$ cat src/rtl/uart_cmd_framer_if.sv
// Packet-side and receive-side signals of the UART command framer.
// The framer connects through the slave modport; the byte source and decoder use master.
interface uart_cmd_framer_if #(
    parameter int BYTES = 16
);
    localparam int LEN_W = $clog2(BYTES + 1);

    logic                 rx_valid;
    logic [7:0]           rx_byte;
    logic                 recv_error;
    logic                 frame_valid;
    logic                 frame_ready;
    logic [8*BYTES-1:0]   frame_data;
    logic [LEN_W-1:0]     frame_len;
    logic                 rx_drop;
    logic                 overflow;
    logic                 timeout;
    logic                 chk_err;

    modport master (
        output rx_valid, rx_byte, recv_error, frame_ready,
        input  frame_valid, frame_data, frame_len, rx_drop, overflow, timeout, chk_err
    );

    modport slave (
        input  rx_valid, rx_byte, recv_error, frame_ready,
        output frame_valid, frame_data, frame_len, rx_drop, overflow, timeout, chk_err
    );
endinterface

$ cat src/rtl/uart_cmd_framer.sv
// Frames UART rx bytes into CR/NL-terminated packets with handshake, overflow and idle timeout.
// Optional FRAMER_CHECKSUM_EN: trailing payload byte is an XOR checksum, verified and stripped.
module uart_cmd_framer #(
    parameter int         BYTES          = 16,
    parameter logic [7:0] CR             = 8'h0d,
    parameter logic [7:0] NL             = 8'h0a,
    parameter int         TIMEOUT_CYCLES = 50_000_000
) (
    input  logic               sys_clk,
    input  logic               rst,
    uart_cmd_framer_if.slave   fr
);
    localparam int LEN_W = $clog2(BYTES + 1);
    localparam int TMR_W = $clog2(TIMEOUT_CYCLES + 1);

    localparam logic [1:0] ST_IDLE    = 2'd0;
    localparam logic [1:0] ST_COLLECT = 2'd1;
    localparam logic [1:0] ST_HOLD    = 2'd2;
    localparam logic [1:0] ST_DISCARD = 2'd3;

    logic [1:0]       state_q, state_d;
    logic [7:0]       mem_q [BYTES];
    logic [LEN_W-1:0] idx_q;
    logic [LEN_W-1:0] frame_len_q;
    logic             frame_valid_q;
    logic [TMR_W-1:0] timer_q, timer_d;
    logic             last_cr_q;
    logic             rx_drop_q, overflow_q, timeout_q;
    logic             rx_drop_d, overflow_d, timeout_d;
    logic             do_store, do_clear, do_present, is_term, timer_done;
`ifdef FRAMER_CHECKSUM_EN
    logic [7:0]       xsum_q;
    logic             chk_err_q, chk_err_d;
`endif

    assign is_term    = fr.rx_valid && (fr.rx_byte == NL) && last_cr_q;
    assign timer_done = (timer_q == TMR_W'(TIMEOUT_CYCLES - 1));

    // NOTE: every output of this block gets a default first so no path infers a latch.
    always_comb begin
        state_d    = state_q;
        timer_d    = '0;
        do_store   = 1'b0;
        do_clear   = 1'b0;
        do_present = 1'b0;
        rx_drop_d  = 1'b0;
        overflow_d = 1'b0;
        timeout_d  = 1'b0;
`ifdef FRAMER_CHECKSUM_EN
        chk_err_d  = 1'b0;
`endif
        case (state_q)
            ST_IDLE, ST_COLLECT: begin
                if (fr.recv_error) begin
                    do_clear = 1'b1;
                    state_d  = ST_DISCARD;
                end else if (fr.rx_valid) begin
                    if (is_term) begin
`ifdef FRAMER_CHECKSUM_EN
                        // Running XOR includes the stored CR, so a valid payload leaves exactly CR.
                        if (xsum_q == CR && idx_q > LEN_W'(1)) begin
                            do_present = 1'b1;
                            state_d    = ST_HOLD;
                        end else begin
                            chk_err_d = 1'b1;
                            do_clear  = 1'b1;
                            state_d   = ST_IDLE;
                        end
`else
                        do_present = 1'b1;
                        state_d    = ST_HOLD;
`endif
                    end else if (idx_q == LEN_W'(BYTES)) begin
                        overflow_d = 1'b1;
                        state_d    = ST_DISCARD;
                    end else begin
                        do_store = 1'b1;
                        state_d  = ST_COLLECT;
                    end
                end else if (state_q == ST_COLLECT) begin
                    if (timer_done) begin
                        timeout_d = 1'b1;
                        do_clear  = 1'b1;
                        state_d   = ST_IDLE;
                    end else begin
                        timer_d = timer_q + TMR_W'(1);
                    end
                end
            end
            ST_HOLD: begin
                rx_drop_d = fr.rx_valid;
                if (frame_valid_q && fr.frame_ready) begin
                    do_clear = 1'b1;
                    state_d  = ST_IDLE;
                end
            end
            default: begin
                if (fr.rx_valid) begin
                    if (is_term) begin
                        do_clear = 1'b1;
                        state_d  = ST_IDLE;
                    end
                end else if (timer_done) begin
                    timeout_d = 1'b1;
                    do_clear  = 1'b1;
                    state_d   = ST_IDLE;
                end else begin
                    timer_d = timer_q + TMR_W'(1);
                end
            end
        endcase
    end

    always_ff @(posedge sys_clk) begin
        if (rst) begin
            state_q       <= ST_IDLE;
            idx_q         <= '0;
            frame_len_q   <= '0;
            frame_valid_q <= 1'b0;
            timer_q       <= '0;
            last_cr_q     <= 1'b0;
            rx_drop_q     <= 1'b0;
            overflow_q    <= 1'b0;
            timeout_q     <= 1'b0;
            // NOTE: the buffer is deliberately a resettable register file, not RAM, so it clears in one cycle.
            for (int i = 0; i < BYTES; i++) mem_q[i] <= '0;
`ifdef FRAMER_CHECKSUM_EN
            xsum_q        <= '0;
            chk_err_q     <= 1'b0;
`endif
        end else begin
            state_q    <= state_d;
            timer_q    <= timer_d;
            rx_drop_q  <= rx_drop_d;
            overflow_q <= overflow_d;
            timeout_q  <= timeout_d;
`ifdef FRAMER_CHECKSUM_EN
            chk_err_q  <= chk_err_d;
`endif
            if (do_clear) begin
                for (int i = 0; i < BYTES; i++) mem_q[i] <= '0;
                idx_q         <= '0;
                frame_len_q   <= '0;
                frame_valid_q <= 1'b0;
                last_cr_q     <= 1'b0;
`ifdef FRAMER_CHECKSUM_EN
                xsum_q        <= '0;
`endif
            end else begin
                if (fr.rx_valid && state_q != ST_HOLD) last_cr_q <= (fr.rx_byte == CR);
                if (do_store) begin
                    for (int i = 0; i < BYTES; i++)
                        if (i == int'(idx_q)) mem_q[i] <= fr.rx_byte;
                    idx_q <= idx_q + LEN_W'(1);
`ifdef FRAMER_CHECKSUM_EN
                    xsum_q <= xsum_q ^ fr.rx_byte;
`endif
                end else if (do_present) begin
                    frame_valid_q <= 1'b1;
`ifdef FRAMER_CHECKSUM_EN
                    for (int i = 0; i < BYTES; i++)
                        if (i == int'(idx_q) - 1 || i == int'(idx_q) - 2) mem_q[i] <= '0;
                    frame_len_q <= idx_q - LEN_W'(2);
`else
                    for (int i = 0; i < BYTES; i++)
                        if (i == int'(idx_q) - 1) mem_q[i] <= '0;
                    frame_len_q <= idx_q - LEN_W'(1);
`endif
                end
            end
        end
    end

    for (genvar g = 0; g < BYTES; g++) begin : g_data
        assign fr.frame_data[8*g +: 8] = mem_q[g];
    end

    assign fr.frame_valid = frame_valid_q;
    assign fr.frame_len   = frame_len_q;
    assign fr.rx_drop     = rx_drop_q;
    assign fr.overflow    = overflow_q;
    assign fr.timeout     = timeout_q;
`ifdef FRAMER_CHECKSUM_EN
    assign fr.chk_err     = chk_err_q;
`else
    assign fr.chk_err     = 1'b0;
`endif
endmodule

$ cat src/flat_wrapper.sv
// flat-port wrapper written by rule: the top's interface ports become plain ports
module uart_cmd_framer_flat 
#(
    parameter int         BYTES          = 16,
    parameter logic [7:0] CR             = 8'h0d,
    parameter logic [7:0] NL             = 8'h0a,
    parameter int         TIMEOUT_CYCLES = 50_000_000
)
  (sys_clk, rst, fr_rx_valid, fr_rx_byte, fr_recv_error, fr_frame_ready, fr_frame_valid, fr_frame_data, fr_frame_len, fr_rx_drop, fr_overflow, fr_timeout, fr_chk_err);
  uart_cmd_framer_if #(.BYTES(BYTES)) fr_i ();
  input  logic sys_clk;
  input  logic rst;
  input wire logic [$bits(fr_i.rx_valid)-1:0] fr_rx_valid;
  input wire logic [$bits(fr_i.rx_byte)-1:0] fr_rx_byte;
  input wire logic [$bits(fr_i.recv_error)-1:0] fr_recv_error;
  input wire logic [$bits(fr_i.frame_ready)-1:0] fr_frame_ready;
  output wire logic [$bits(fr_i.frame_valid)-1:0] fr_frame_valid;
  output wire logic [$bits(fr_i.frame_data)-1:0] fr_frame_data;
  output wire logic [$bits(fr_i.frame_len)-1:0] fr_frame_len;
  output wire logic [$bits(fr_i.rx_drop)-1:0] fr_rx_drop;
  output wire logic [$bits(fr_i.overflow)-1:0] fr_overflow;
  output wire logic [$bits(fr_i.timeout)-1:0] fr_timeout;
  output wire logic [$bits(fr_i.chk_err)-1:0] fr_chk_err;
  assign fr_i.rx_valid = fr_rx_valid;
  assign fr_i.rx_byte = fr_rx_byte;
  assign fr_i.recv_error = fr_recv_error;
  assign fr_i.frame_ready = fr_frame_ready;
  assign fr_frame_valid = fr_i.frame_valid;
  assign fr_frame_data = fr_i.frame_data;
  assign fr_frame_len = fr_i.frame_len;
  assign fr_rx_drop = fr_i.rx_drop;
  assign fr_overflow = fr_i.overflow;
  assign fr_timeout = fr_i.timeout;
  assign fr_chk_err = fr_i.chk_err;
  uart_cmd_framer #(.BYTES(BYTES), .CR(CR), .NL(NL), .TIMEOUT_CYCLES(TIMEOUT_CYCLES)) u_core (.sys_clk(sys_clk), .rst(rst), .fr(fr_i));
endmodule
$ cat config.mk
export PLATFORM = sky130hd
export DESIGN_NAME = uart_cmd_framer_flat
export DESIGN_NICKNAME = d
export VERILOG_FILES = /design/src/rtl/uart_cmd_framer_if.sv /design/src/rtl/uart_cmd_framer.sv /design/src/flat_wrapper.sv
export SDC_FILE = /design/constraint.sdc
export NUM_CORES = 1
export LEC_CHECK = 0
export CELL_PAD_IN_SITES_DETAIL_PLACEMENT = 0
export CELL_PAD_IN_SITES_GLOBAL_PLACEMENT = 1
export CORE_ASPECT_RATIO = 0.9
export CORE_UTILIZATION = 39
export DETAILED_ROUTE_END_ITERATION = 6
export MAX_ROUTING_LAYER = met4
export PLACE_DENSITY = 0.83
export SYNTH_ARGS = -nofsm -noshare
export SYNTH_HDL_FRONTEND = slang
export SYNTH_SLANG_ARGS = --single-unit
export TNS_END_PERCENT = 20
$ cat constraint.sdc
create_clock -name sys_clk -period 3.7 [get_ports sys_clk]
set_clock_uncertainty 0.1 [all_clocks]
set_input_delay 0.74 -clock sys_clk [delete_from_list [all_inputs] [get_ports sys_clk]]
set_output_delay 0.74 -clock sys_clk [all_outputs]
set_load 0.01 [all_outputs]
* After elaboration in Yosys (flattened, before gate mapping)
Memory sizes are Yosys's and may differ from the RTL's. Index checks and enable logic that the tools add are counted.
Storage, ports and cells: flip-flop bits (word level) 43, RAM bits 128, input bits 13, output and inout port bits 138, logic and storage cells 384, memories kept 1
Memories:
- u_core.mem_q | depth 16, bits a word 8, rd ports 16, clocked after memory_dff 0, wr ports 16, line uart_cmd_framer.sv:22 | logic [7:0] mem_q [BYTES];
Cells by class: $add $sub $neg 4, equal/unequal tests 40, mux-type cells 265, bitwise gates (word level) 52, reduce and logical (&&, ||, !) cells 13
Operators with widths (number):
- 8-bit 2-to-1 mux | 48
- 5-bit by 32-bit equality test with 1-bit output (first input constant) | 8
- 1-bit 2-to-1 mux | 199
- 26-bit 2-to-1 mux | 5
- 4-bit by 32-bit equality test with 1-bit output (first input constant) | 4
- 3-bit by 32-bit equality test with 1-bit output (first input constant) | 2
- 26-bit case mux with 2 select lines | 1
- 1-bit OR | 48
- 5-bit equality test (first input constant) | 8
- 2-bit by 32-bit equality test with 1-bit output (first input constant) | 1
- 32-bit logical NOT | 1
- 26-bit by 1-bit adder with 26-bit output (second input constant) | 1
- 26-bit equality test (second input constant) | 1
- 4-bit by 5-bit equality test with 1-bit output (first input constant) | 4
- 2-bit 2-to-1 mux | 9
- 8-bit by 4-bit equality test with 1-bit output (second input constant) | 2
- 3-bit by 5-bit equality test with 1-bit output (first input constant) | 2
- 2-bit OR reduction | 3
- 5-bit by 1-bit subtractor with 6-bit output (second input constant) | 1
- 5-bit by 1-bit adder with 5-bit output (second input constant) | 1
- 2-bit by 5-bit equality test with 1-bit output (first input constant) | 1
- 5-bit equality test (second input constant) | 1
- 5-bit logical NOT | 1
- 5-bit OR reduction | 1
- 14 further kinds | 21

* Depth between registers and ports, before layout
Gate-level depths: netlist of run 1.
depth after elaboration 13, depth in mapped cells 9, gate-level depth less buffers 7

* Least setup slack after synthesis of run 1
No wires, ideal clock.
kind input port to flip-flop, from input port fr_rx_byte[4], to memory u_core.mem_q[1][2] (netlist: u_core.mem_q[0][10]), enable pin, setup time 376 ps, data arrival time 2279 ps, data required time 3224 ps, path slack 945 ps, stages 8, path buffers 3, cells stage by stage nor4_4 and4_1 buf_2 a31oi_4 and2_4 buf_6 buf_6 o211ai_1
RTL lines:
- start: declaration | line flat_wrapper.sv:14 | input wire logic [$bits(fr_i.rx_byte)-1:0] fr_rx_byte;
- end: declaration | line uart_cmd_framer.sv:22

==> metrics.txt, run 1 <==
Hold Crit Depth 1; syn_area_per_cell 10.12 um2; CTS tree built; max incr delay on CP 0.55 ns; pin count of the biggest net entering global routing 41; data required time of the critical path 3.66 ns; post-DR vias/cell 5.206; worst r2r path cells 7; sequential area share after synthesis 54.99%; Die Height 131.3 um; Post-synth EDFFs 56; fmax 0.3274 GHz; status complete, no violations; Ports 151; via count 5836; Reg2Reg Launch Point u_core.idx_q[0]; worst hold margin 0.3557 ns; Synth Flop Type dfxtp_1; Hold Crit Class reg2reg; Top Family by Delay on Critical Path simple AND/OR/NAND/NOR gates; setup ws final 0.6454 ns; Detail Route Antenna Nets 0; critical path's slowest cell clkdlybuf4s50_1; worst-path cell chain clkdlybuf4s50_1 > and3b_1 > and4_1 > a31oi_4 > and2_4 > o211ai_1; Sum Neg Setup Slack 0 ns; # clock sinks 171; Rows 46; multi-input logic area 3065 um2; wire per inst 17.43 um; Core ar. 17900 um2; YS warnings 0; Hold Vio Cnt, Final 0; measured slew at the worst slew-check pin 1.261 ns; post-CTS sizing 0; IO Port Bufs 149; Critical Path End Type flop; die width 145.7 um; initial antenna violation count 0; Post CTS Setup Buffer Count 0; Power Density 419.9 nW/um2; Worst Path Arrival 3.02 ns; DRC 0; Fill cells 1586; Setup Viol. Count Final 0; Netlist cell types 57; clock tree buffer depth 2; nets@finish 889; CP max FO 27; initial DRC count 535; flop2flop setup slack 0.76 ns; total CTS buffers 17; RSZ-0062 raised after global routing false; final instance area 9624 um2; Syn Nets 737; #FFs+latches synth 171; count of buffer and inverter cells on the critical path 1; fin. max-slew vios 0; share of cells above drive strength 1 7.832%; leakage power 3.322 nW; Area Growth Syn to Fin 32.85%; post-place setup slack 0.2408 ns; RD Place Congestion 0.9004; register area 3984 um2; total congestion overflow 0; Clk Latency, worst-skew pair 0.43 ns; vias in the first global route 5505; Initial Utilization 40.47%; Worst Hold Launch u_core.timer_q[0]; FF-to-FF End u_core.mem_q[0][21]; Mapped Area 7244 um2; Tmin final 3.055 ns; Post-Route WL 19540 um; ys async rst share 0%; htree depth 4; slew margin rel. 15.18%; first-pass GRT wire length 31100 um; Overall Power 4.041 mW; maxcap violations 0; Post-Synthesis Cells 716; CP Launch Type input pin; Setup CP Type in2reg; clock-pin slew on the worst setup and hold paths 0.07 ns; TritonRoute pass-1 iters 6; die area 19130 um2; HPWL after DPL 13870 um; GRT Total Usage 21.50%; period utilization 82.56%; hold endpoint u_core.timer_q[0]; Ant. Diodes 0; DP Area 9044 um2; CTS Hold Bufs 0; peak supply drop 0.3227 mV; clk root buf clkbuf_16
-- cell usage after synthesis (2+ instances only) --
cell type | number | area share, %
o211ai_1 | 3 | 0.31
mux2i_1 | 9 | 1.2
nor2_1 | 62 | 3.2
a211oi_1 | 2 | 0.21
nor4_1 | 8 | 0.69
buf_2 | 5 | 0.35
o21a_1 | 2 | 0.21
xor2_1 | 11 | 1.3
ha_1 | 8 | 1.4
clkbuf_1 | 28 | 1.5
dfxtp_1 | 115 | 32
or4_1 | 2 | 0.21
and2_1 | 54 | 4.7
nand3b_1 | 5 | 0.52
nor4_4 | 2 | 0.59
buf_6 | 3 | 0.47
o21ai_0 | 12 | 0.83
and3b_1 | 2 | 0.24
edfxtp_1 | 56 | 23
inv_1 | 8 | 0.41
xnor2_1 | 18 | 2.2
buf_4 | 2 | 0.21
a211o_1 | 4 | 0.48
and4_1 | 7 | 0.85
nand4_1 | 11 | 0.95
nand2b_1 | 9 | 0.78
nand2_1 | 74 | 3.8
nor2b_1 | 12 | 1.0
nand4_2 | 2 | 0.35
nor3_2 | 2 | 0.28
a31oi_1 | 5 | 0.43
a32o_1 | 24 | 3.3
a311oi_1 | 2 | 0.24
nor4b_1 | 3 | 0.36
nand3_1 | 59 | 4.1
a21oi_1 | 39 | 2.7
a221oi_1 | 2 | 0.24
or3_1 | 3 | 0.26
nor3_1 | 13 | 0.90
and3_1 | 11 | 0.95
-- cell usage in the layout, fill, tap and decap left out, drive strengths merged, types with 9 or more instances in the layout --
cell | synthesis | routed
nor4 | 10 | 10
xor2 | 11 | 11
edfxtp | 56 | 56
o21ai | 12 | 12
buf | 10 | 23
xnor2 | 18 | 18
nand2 | 75 | 75
clkdlybuf4s50 | 0 | 149
and2 | 56 | 56
inv | 8 | 15
and3 | 11 | 11
nor2b | 12 | 12
nand2b | 9 | 9
nor3 | 15 | 15
dfxtp | 115 | 115
a32o | 24 | 24
nor2 | 63 | 63
a21oi | 39 | 39
nand3 | 59 | 59
nand4 | 13 | 13
clkbuf | 29 | 17
mux2i | 9 | 9
-- report_power, final --
part | leakage (nW) | total (mW) | internal [mW] | switching, mW
combinational | 1.52 | 0.290 | 0.117 | 0.173
sequential | 1.53 | 2.00 | 1.98 | 0.0233
clock | 0.270 | 1.75 | 0.949 | 0.802
-- final cells by class --
class                           count  share of cell area (%)
Timing Repair Buffer              172                   17.29
Tap cell                          240                   3.120
Clock buffer                       17                   4.420
Multi-Input combinational cell    498                   31.85
Clock inverter                     15                   1.612
Sequential cell                   171                   41.39
Inverter                            8                  0.3120
-- sequential cells by signal (all words and copies together) (netlist names), 2 cells and up --
name and cells:
u_core.timer_q 26, u_core.mem_q 128, u_core.idx_q 5, u_core.fr.frame_len 5
u_core.state_q 2
-- per-stage QoR --
stage	instances	utilization, %
finish	1121	53.77
global route	1121	53.77
CTS	1121	53.77
detailed placement	1089	50.52
global placement	1089	50.52
floorplan	716	-
-- logic make-up after synthesis --
| kind of cell | after synthesis | synth area share [%] |
|---|---|---|
| other | 1 | 0.05176 |
| adder cells (fa/ha/maj) | 8 | 1.382 |
| buffers and inverters | 47 | 2.953 |
| AND/OR/NAND/NOR | 351 | 26.13 |
| multiplexers | 9 | 1.244 |
| AO/OA/AOI/OAI | 100 | 9.741 |
| flip-flops | 171 | 54.99 |
| XOR/XNOR | 29 | 3.506 |
-- worst max-delay path by stage --
| stage | start | end | slack, ns | depth (start not counted) |
|---|---|---|---|---|
| finish | fr_rx_valid | u_core.mem_q[0][24] | 0.65 | 6 |
| floorplan | fr_rx_byte[4] | u_core.mem_q[0][10] | 0.95 | 8 |
| detailed placement | fr_rx_valid | u_core.mem_q[0][27] | 0.24 | 6 |
| global route | fr_rx_valid | u_core.mem_q[1][4] | 0.47 | 8 |
| global placement | fr_rx_valid | u_core.mem_q[1][1] | 0.27 | 8 |
| CTS | fr_rx_valid | u_core.mem_q[0][24] | 0.70 | 6 |
-- per-layer routing --
layer,part of all wire (%),global-route usage (%),vias up,wire [um]
met5,0,-,-,0
met4,1.7,7.193,0,327
met1,47,29.10,2774,9160
li1,-,-,2861,-
met2,47,32.46,174,9172
met3,4.5,3.785,27,875
(Power assumes the default switching activity.)
==> inputs of run 2 (changes only) <==
CORE_UTILIZATION = 35   (was 39)
PLACE_DENSITY = 0.79   (was 0.83)
clock period = 2.7 ns   (was 3.7 ns; I/O delays follow)
==> metrics.txt, run 2 (synthesis gave the netlist of run 1 again) <==
Rows 49; fmax 0.3920 GHz; commonest cells after routing, fill and taps aside clkdlybuf4s50_1, dfxtp_1, buf_4; CTS tree built; Initial Utilization 36.03%; TritonRoute pass-1 iters 5; Power Density 548.0 nW/um2; initial DRC count 356; Area Growth Syn to Fin 41.68%; Post-Route WL 20480 um; Setup Viol. Count Final 0; commonest non-fill, non-tap cell in the layout clkdlybuf4s50_1; maxcap violations 0; pin count of the biggest net entering global routing 34; post-CTS sizing 0; max incr delay on CP 0.49 ns; max reg flops 128; slew margin rel. 18.62%; Sum Neg Setup Slack 0 ns; vias in the first global route 5700; wire per inst 17.05 um; via count 6034; Setup CP Type in2reg; worst r2r path cells 7; IO Port Bufs 149; share of cells above drive strength 1 14.16%; FF-to-FF End u_core.mem_q[0][27]; CP startpoint fr_rx_byte[6]; peak supply drop 0.4597 mV; RSZ-0062 raised after global routing false; Top reg by flops u_core.mem_q; Overall Power 5.624 mW; data required time of the critical path 2.93 ns; GRT Total Usage 20.15%; Core ar. 20110 um2; HPWL after DPL 14840 um; leakage power 3.708 nW; total congestion overflow 0; Hold Crit Class reg2reg; period utilization 94.48%; Ant. Diodes 0; clock-pin slew on the worst setup and hold paths 0.07 ns; die area 21280 um2; biggest regs u_core.mem_q x128, u_core.timer_q x26; Critical Path End Type flop; end of the critical path u_core.mem_q[1][52]; Worst Path Arrival 2.78 ns; status complete, no violations; clock tree buffer depth 2; final non-filler cell total 1201; post-place setup slack -0.2688 ns; Die Height 138.5 um; CP max FO 8; Hold Vio Cnt, Final 0; setup ws final 0.1490 ns; total CTS buffers 17; DRC 0; # clock sinks 171; die width 153.7 um; post-DR vias/cell 5.024; htree depth 4; Placed Cells 1168; fin. max-slew vios 0; worst-path cell chain clkdlybuf4s50_1 > nor4_4 > nand4_1 > nor2_2 > buf_4 > a31oi_1 > a32o_1; measured slew at the worst slew-check pin 1.210 ns; Clk Latency, worst-skew pair 0.43 ns; Final Util 51.04%; Tmin final 2.551 ns; RD Place Congestion 0.8590; CP Launch Type input pin; DP Area 9668 um2; clk root buf clkbuf_16; flop2flop setup slack 0.21 ns; final instance area 10260 um2; Reg2Reg Launch Point u_core.timer_q[0]; critical path's slowest cell clkdlybuf4s50_1; Detail Route Antenna Nets 0; nets@finish 954; worst hold margin 0.3455 ns; first-pass GRT wire length 32070 um; Ports 151; Worst Hold Launch u_core.timer_q[0]; initial antenna violation count 0
[run 2: cell count changes in the layout (fill, tap and decap cells not counted), sizes merged]
cell	delta
bufinv	-1
clkinv	+2
buf	+65
clkinvlp	-4
inv	+3
[run 2: metal layers]
metal  wire (um)  GRT usage [%]  share of wire [%]
met1        9218          25.74                 45
met2        9920          32.13                 48
met3        1123          4.639                5.5
met4         217          5.053                1.1
met5           0              -                  0
[run 2: power breakdown]
group	leakage, nW	switching, mW	internal (mW)	total [mW]
combinational	1.88	0.254	0.227	0.481
clock	0.289	1.16	1.25	2.41
sequential	1.53	0.0283	2.71	2.74
total	3.71	1.44	4.18	5.62
[run 2: layout make-up]
type | instances | area [um2]
clock buffer | 17 | 425.4
clock inverter | 15 | 162.7
fill | 1821 | 9846
inverter | 8 | 30.03
multi-input combinational | 498 | 3065
sequential | 171 | 3984
tap | 255 | 319.1
timing repair buffer | 237 | 2277
[run 2: timing repair]
item                       4_1_cts  5_1_grt
buffers inserted                 0        1
setup endpoints to repair        0        6
hold buffers                     0        0
[run 2: worst min-delay path by stage]
| stage | to | slack [ns] | depth (start not counted) |
|---|---|---|---|
| 6_report | u_core.timer_q[0] | 0.35 | 1 |
| 5_1_grt | u_core.mem_q[1][8] | 0.37 | 2 |
| 4_1_cts | u_core.timer_q[0] | 0.35 | 1 |
| 3_5_place_dp | u_core.timer_q[0] | 0.34 | 1 |
| 3_3_place_gp | u_core.timer_q[0] | 0.33 | 1 |
| 2_1_floorplan | u_core.timer_q[0] | 0.32 | 1 |
[run 2: critical path: cells and delay by family]
kind | cells | cell delay [ns]
AND/OR/NAND/NOR | 3 | 0.96
buffers and inverters | 2 | 0.66
AO/OA/AOI/OAI | 2 | 0.61
==> inputs of run 3 (changes only) <==
SLEW_MARGIN = 20   (was default)
==> metrics.txt, run 3 (synthesis gave the netlist of run 1 again) <==
Top reg by flops u_core.mem_q; fmax 0.3922 GHz; period utilization 94.44%; total CTS buffers 17; share of cells above drive strength 1 14.27%; leakage power 3.708 nW; IO Port Bufs 149; wire per inst 17.04 um; Critical Path End Type flop; nets@finish 954; GRT Total Usage 20.15%; peak supply drop 0.4596 mV; Core ar. 20110 um2; slew margin rel. 49.65%; RD Place Congestion 0.8590; CP Launch Type input pin; post-DR vias/cell 5.013; Detail Route Antenna Nets 0; pin count of the biggest net entering global routing 34; clock tree buffer depth 2; initial antenna violation count 0; HPWL after DPL 14840 um; initial DRC count 329; measured slew at the worst slew-check pin 0.7490 ns; CTS Hold Bufs 0; htree depth 4; first-pass GRT wire length 32070 um; Placed Cells 1168; post-place setup slack -0.2688 ns; final non-filler cell total 1201; Power Density 547.9 nW/um2; maxcap violations 0; TritonRoute pass-1 iters 5; status complete, no violations; data required time of the critical path 2.93 ns; setup ws final 0.1502 ns; Setup CP Type in2reg; commonest cells after routing, fill and taps aside clkdlybuf4s50_1, dfxtp_1, buf_4; # clock sinks 171; Sum Neg Setup Slack 0 ns; max reg flops 128; biggest regs u_core.mem_q x128, u_core.timer_q x26; Die Height 138.5 um; CP max FO 8; via count 6021; Hold Vio Cnt, Final 0; Hold Crit Class reg2reg; Area Growth Syn to Fin 41.76%; Rows 49; die width 153.7 um; Ant. Diodes 0; vias in the first global route 5700; Clk Latency, worst-skew pair 0.43 ns; fin. max-slew vios 0; die area 21280 um2; RSZ-0062 raised after global routing false; clk root buf clkbuf_16; clock-pin slew on the worst setup and hold paths 0.07 ns; Post-Route WL 20470 um; total congestion overflow 0; commonest non-fill, non-tap cell in the layout clkdlybuf4s50_1; DRC 0; Ports 151; Setup Viol. Count Final 0; Initial Utilization 36.03%; Tmin final 2.550 ns; CTS tree built; Worst Path Arrival 2.78 ns
-- run 3: cell counts in the layout (fill, tap and decap cells not counted) --
No cell type changed its count.
-- run 3: critical path, cell delays in order --
cell and delay (ns):
clkdlybuf4s50_1 0.49, nor4_4 0.44, nand4_1 0.25, nor2_2 0.27
buf_4 0.17, a31oi_1 0.25, a32o_1 0.36
-- run 3: per-stage QoR --
stage | hold slack (ns) | power, mW | instance area [um2] | utilization [%]
2_1_floorplan | 0.3175 | 2.985 | 7244 | -
3_3_place_gp | 0.3311 | 3.273 | 9668 | 48.08
3_5_place_dp | 0.3374 | 3.276 | 9668 | 48.08
4_1_cts | 0.3519 | 5.674 | 10260 | 51.00
5_1_grt | 0.3714 | 5.816 | 10270 | 51.07
6_report | 0.3455 | 5.626 | 10270 | 51.07
-- run 3: metal layers --
metal | GRT usage (%) | routed length [um]
met1 | 25.74 | 9261
met2 | 32.13 | 9900
met3 | 4.639 | 1086
met4 | 5.053 | 217
met5 | - | 0
-- run 3: area by class of cell --
| cell class | instances | area [um2] |
|---|---|---|
| flip-flops and latches | 171 | 3984 |
| multi-input cells | 498 | 3072 |
| repair buffers | 237 | 2277 |
| clock buffers | 17 | 425.4 |
| inverters | 8 | 30.03 |
| fillers | 1821 | 9839 |
| clock inverters | 15 | 162.7 |
| well taps | 255 | 319.1 |
-- run 3: what timing repair did --
item,4_1_cts,5_1_grt
setup buffers,0,1
setup endpoints to repair,0,6
resized for setup,0,0
-- run 3: worst paths after layout --
check | from | endpoint | slack (ns) | depth (start not counted)
setup / recovery | fr_rx_byte[6] | u_core.mem_q[1][52] | 0.15 | 7
hold / removal | u_core.timer_q[0] | u_core.timer_q[0] | 0.35 | 1
setup reg to reg | u_core.timer_q[0] | u_core.mem_q[0][27] | 0.21 | 7
hold reg to reg | u_core.timer_q[0] | u_core.timer_q[0] | 0.35 | 1
-- run 3: report_power, final --
part,switching (mW),internal (mW),total (mW)
Combinational,0.253,0.227,0.481
Sequential,0.0284,2.71,2.74
Clock,1.16,1.25,2.41
